$ cat src/rtl/multibyte_add_seq.sv
// Byte-serial adder/sequencer: streams BYTES-wide operands one byte per cycle through one 8-bit adder.
// Optional subtract support is enabled by defining MULTIBYTE_ADD_SUB_EN.
`timescale 1ns/1ps

module simple_8bit_adder (
    input  logic [7:0] a,
    input  logic [7:0] b,
    input  logic       c_in,
    output logic [7:0] sum,
    output logic       c_out
);
    assign {c_out, sum} = {1'b0, a} + {1'b0, b} + {8'b0, c_in};
endmodule

module multibyte_add_seq #(
    parameter int BYTES = 3
) (
    input  logic               clk,
    input  logic               rst_n,
    input  logic               in_valid,
    output logic               in_ready,
    input  logic [8*BYTES-1:0] a,
    input  logic [8*BYTES-1:0] b,
    input  logic               c_in,
`ifdef MULTIBYTE_ADD_SUB_EN
    input  logic               sub,
`endif
    output logic               out_valid,
    input  logic               out_ready,
    output logic [8*BYTES-1:0] sum,
    output logic               c_out,
    output logic               zero,
    output logic               ovf
);
    localparam int W  = 8 * BYTES;
    localparam int IW = (BYTES > 1) ? $clog2(BYTES) : 1;
    localparam logic [IW-1:0] LAST_IDX = IW'(BYTES - 1);

    typedef enum logic [1:0] {IDLE, RUN, DONE} state_t;

    state_t          state, state_next;
    logic [W-1:0]    a_reg, b_reg, sum_next;
    logic [W-1:0]    b_eff;
    logic            c_in_eff;
    logic [IW-1:0]   idx;
    logic            carry;
    logic [7:0]      add_sum;
    logic            add_cout;
    logic            last_byte;

`ifdef MULTIBYTE_ADD_SUB_EN
    // Two's-complement subtract: invert B and force the initial carry.
    assign b_eff    = sub ? ~b : b;
    assign c_in_eff = sub ? 1'b1 : c_in;
`else
    assign b_eff    = b;
    assign c_in_eff = c_in;
`endif

    assign last_byte = (idx == LAST_IDX);

    simple_8bit_adder u_adder (
        .a     (a_reg[8*idx +: 8]),
        .b     (b_reg[8*idx +: 8]),
        .c_in  (carry),
        .sum   (add_sum),
        .c_out (add_cout)
    );

    // NOTE: every signal written in always_comb gets a default first, so no path infers a latch.
    always_comb begin
        sum_next = sum;
        sum_next[8*idx +: 8] = add_sum;
    end

    always_ff @(posedge clk) begin
        if (!rst_n) state <= IDLE;
        else        state <= state_next;
    end

    always_comb begin
        state_next = state;
        in_ready   = 1'b0;
        out_valid  = 1'b0;
        case (state)
            IDLE: begin
                in_ready = 1'b1;
                if (in_valid) state_next = RUN;
            end
            RUN: begin
                if (last_byte) state_next = DONE;
            end
            DONE: begin
                out_valid = 1'b1;
                if (out_ready) state_next = IDLE;
            end
            default: state_next = IDLE;
        endcase
    end

    // NOTE: sequential state uses non-blocking assignments so every register samples pre-edge values.
    always_ff @(posedge clk) begin
        if (!rst_n) begin
            a_reg <= '0;
            b_reg <= '0;
            idx   <= '0;
            carry <= 1'b0;
            sum   <= '0;
            c_out <= 1'b0;
            zero  <= 1'b0;
            ovf   <= 1'b0;
        end else begin
            case (state)
                IDLE: begin
                    if (in_valid) begin
                        a_reg <= a;
                        b_reg <= b_eff;
                        carry <= c_in_eff;
                        idx   <= '0;
                    end
                end
                RUN: begin
                    sum   <= sum_next;
                    carry <= add_cout;
                    if (last_byte) begin
                        // Flags are computed from the completed result so they are stable in DONE.
                        c_out <= add_cout;
                        zero  <= ~|sum_next;
                        ovf   <= (a_reg[W-1] == b_reg[W-1]) & (sum_next[W-1] != a_reg[W-1]);
                    end else begin
                        idx <= idx + IW'(1);
                    end
                end
                default: ;
            endcase
        end
    end
endmodule
$ cat config.mk
export PLATFORM = sky130hd
export DESIGN_NAME = multibyte_add_seq
export DESIGN_NICKNAME = d
export VERILOG_FILES = /design/src/rtl/multibyte_add_seq.sv
export SDC_FILE = /design/constraint.sdc
export NUM_CORES = 1
export LEC_CHECK = 0
export CAP_MARGIN = 20
export CORE_ASPECT_RATIO = 0.6
export CORE_UTILIZATION = 46
export DETAILED_ROUTE_END_ITERATION = 8
export PLACE_DENSITY = 0.75
export SETUP_SLACK_MARGIN = 0.1
export SLEW_MARGIN = 25
export SYNTH_ARGS = -nofsm -noshare
export SYNTH_HDL_FRONTEND = slang
export SYNTH_SLANG_ARGS = --single-unit
$ cat constraint.sdc
create_clock -name clk -period 3.4 [get_ports clk]
set_clock_uncertainty 0.05 [all_clocks]
set_input_delay 0.68 -clock clk [delete_from_list [all_inputs] [get_ports clk]]
set_output_delay 0.68 -clock clk [all_outputs]
set_load 0.05 [all_outputs]
==> metrics.md <==
| Metric | Value |
|---|---|
| CP Class | `reg -> reg` |
| Placed Area | `4650 sq um` |
| Drt total wl | `10000 microns` |
| N_diodes | `0` |
| Fmax | `319 MHz` |
| Number of global-route vias before repair | `3280` |
| Sequential element share of the synthesized area | `0.428` |
| Layout cells sized above 1 | `0.0596` |
| Min Hold Slack | `404 ps` |
| Ys async rst share | `0` |
| Syn_nets | `542` |
| Tcrit/Tclk final | `0.921` |
| Final #Nets | `616` |
| Clk buf depth | `2` |
| Hpwl dp | `7310 microns` |
| DRT Pass-1 Iters | `5` |
| Startpoint Class | `register` |
| Power Dens Cells | `491 nW/um^2` |
| Pleak | `1.84 nW` |
| Die footprint | `8500 sq um` |
| Hold Path Class | `reg -> reg` |
| CP Max Fanout | `9` |
| Pin count of the biggest net entering global routing | `79` |
| R2r worst-path depth | `11` |
| WL/cell | `15.1 microns` |
| CP arrival | `3330 ps` |
| Total negative setup slack | `0 ps` |
| Synth cell types | `44` |
| Die Ht | `71.8 microns` |
| Cells after synthesis | `475` |
| TritonCTS Buffers | `9` |
| Vias per inst | `5.41` |
| GRT Util Overall | `0.250` |
| Initial core utilization | `0.474` |
| Drt drc | `0` |
| Post-synth EDFFs | `0` |
| Gp weighted congestion | `0.885` |
| FP Rows | `25` |
| Final setup vio count | `0` |
| Synthesized cell area | `3740 sq um` |
| Port-buffer cells | `81` |
| Fin. Hold Viols | `0` |
| Data required time at the worst endpoint | `3600 ps` |
| Status | `finished clean` |
| Die X | `118 microns` |
| Placed cells | `646` |
| Final Instance Area | `4990 sq um` |
| DR vias | `3581` |
| GRT overflow | `0` |
| CP Capture Type | `register` |
| TritonCTS clock tree | `done` |
| Post-route insts no fill | `662` |
| Maximum vdd drop | `263 uV` |
| Hold buffers post-CTS | `0` |
| Initial antenna violation count | `0` |
| P&R area growth vs syn | `33.4%` |
| Clock sink count | `80` |
| Unrepaired setup endpoints after global routing | `true` |
| Layout fillers | `697` |
| Yosys warns | `0` |
| Slew at the pin closest to its max-slew limit | `791 ps` |
| Cells on Worst Hold Path | `2` |
| Root buffer cell | `clkbuf_16` |
| Clk_lat worst skew | `330 ps` |
| Slew Limit Fails | `0` |
| I/O pins | `82` |
| Post-DRT Antenna Nets | `0` |
| Crit path time final | `3130 ps` |
| MaxCap Viol Count | `0` |
| Number of synthesized register bits | `80` |
| Main flop type after synthesis | `dfxtp_1` |
| Global-route wire length before repair | `16400 microns` |
| Clk slew on worst S/H paths | `60 ps` |
| H-tree depth | `3` |
| Core area | `7880 sq um` |
| Average size of a mapped cell | `7.87 sq um` |
| Slew HR | `0.473` |
| Initial DRC count | `338` |
## metrics by stage
stage,power (mW),utilization,setup slack (ps)
3_5_place_dp,1.44,0.590,131
4_1_cts,2.45,0.630,132
6_report,2.45,0.633,269
5_1_grt,2.55,0.633,37.5
3_3_place_gp,1.44,0.590,266
2_1_floorplan,1.28,-,138
## routing by layer
layer | track usage | share of wire
met1 | 0.359 | 0.50
met4 | 0.0633 | 0.0047
met3 | 0.0820 | 0.092
met5 | 0 | 0
met2 | 0.358 | 0.40
## path summary, 6_finish.rpt
| check | start | end | slack [ps] |
|---|---|---|---|
| min reg2reg | a_reg[12] | a_reg[12] | 400 |
| max | idx[1] | zero | 270 |
| min | a_reg[12] | a_reg[12] | 400 |
| max reg2reg | idx[1] | zero | 270 |
## placed cells by master (no fill, tap or decap), drive strengths merged, types with 4 or more instances in the layout
cell type	Yosys	final
a21oi	58	58
nand2	122	122
clkdlybuf4s50	0	81
dfxtp	80	80
nor4	4	4
nor3	9	9
inv	6	7
clkinv	1	4
buf	1	9
nor2	42	42
o22ai	9	9
a22oi	24	24
ha	12	12
clkbuf	26	10
mux2i	19	19
o21ai	15	15
## worst max-delay path, cell delays in order (launching register included)
cell and delay (ps):
dfxtp_2 360, inv_1 140, nor2_1 80, nand2_1 60, o21ai_0 130, fa_2 440, fa_1 440, xor2_1 220
or3_1 340, o21bai_1 150, or4b_1 450, o31ai_1 190
## Yosys cell counts, types with 4 or more instances
library cell,instances,share of area
ha_1,12,0.040
nor4_1,4,0.0067
a21oi_1,58,0.078
clkbuf_1,26,0.026
nor3_1,9,0.012
o22ai_1,9,0.015
nor2_1,42,0.042
mux2i_1,19,0.051
inv_1,6,0.0060
o21ai_0,14,0.019
dfxtp_1,80,0.43
a22oi_1,24,0.048
nand2_1,122,0.12
## logic make-up after synthesis
family          share of synthesized area
compound gates                      0.196
flops                               0.428
xor+xnor                           0.0117
simple gates                        0.227
buf+inv                            0.0345
fa+ha+maj                          0.0509
mux                                0.0509
## layout make-up
class                           instances  area [sq um]  share of cell area
Inverter                                7          26.3             0.00527
Tap cell                              108           135              0.0271
Multi-Input combinational cell        361          2020               0.406
Clock buffer                           10           229              0.0459
Timing Repair Buffer                   90           886               0.178
Sequential cell                        80          1600               0.322
Clock inverter                          6          83.8              0.0168
## power by group
part           internal [mW]  switching, mW
Combinational          0.180          0.243
Sequential             0.982         0.0314
Clock                  0.640          0.375
## what timing repair did
action                     CTS  global route
resized for setup            0            10
buffers inserted             0             0
setup endpoints to repair    0             6
No activity file was read; power rests on OpenSTA's default activity.
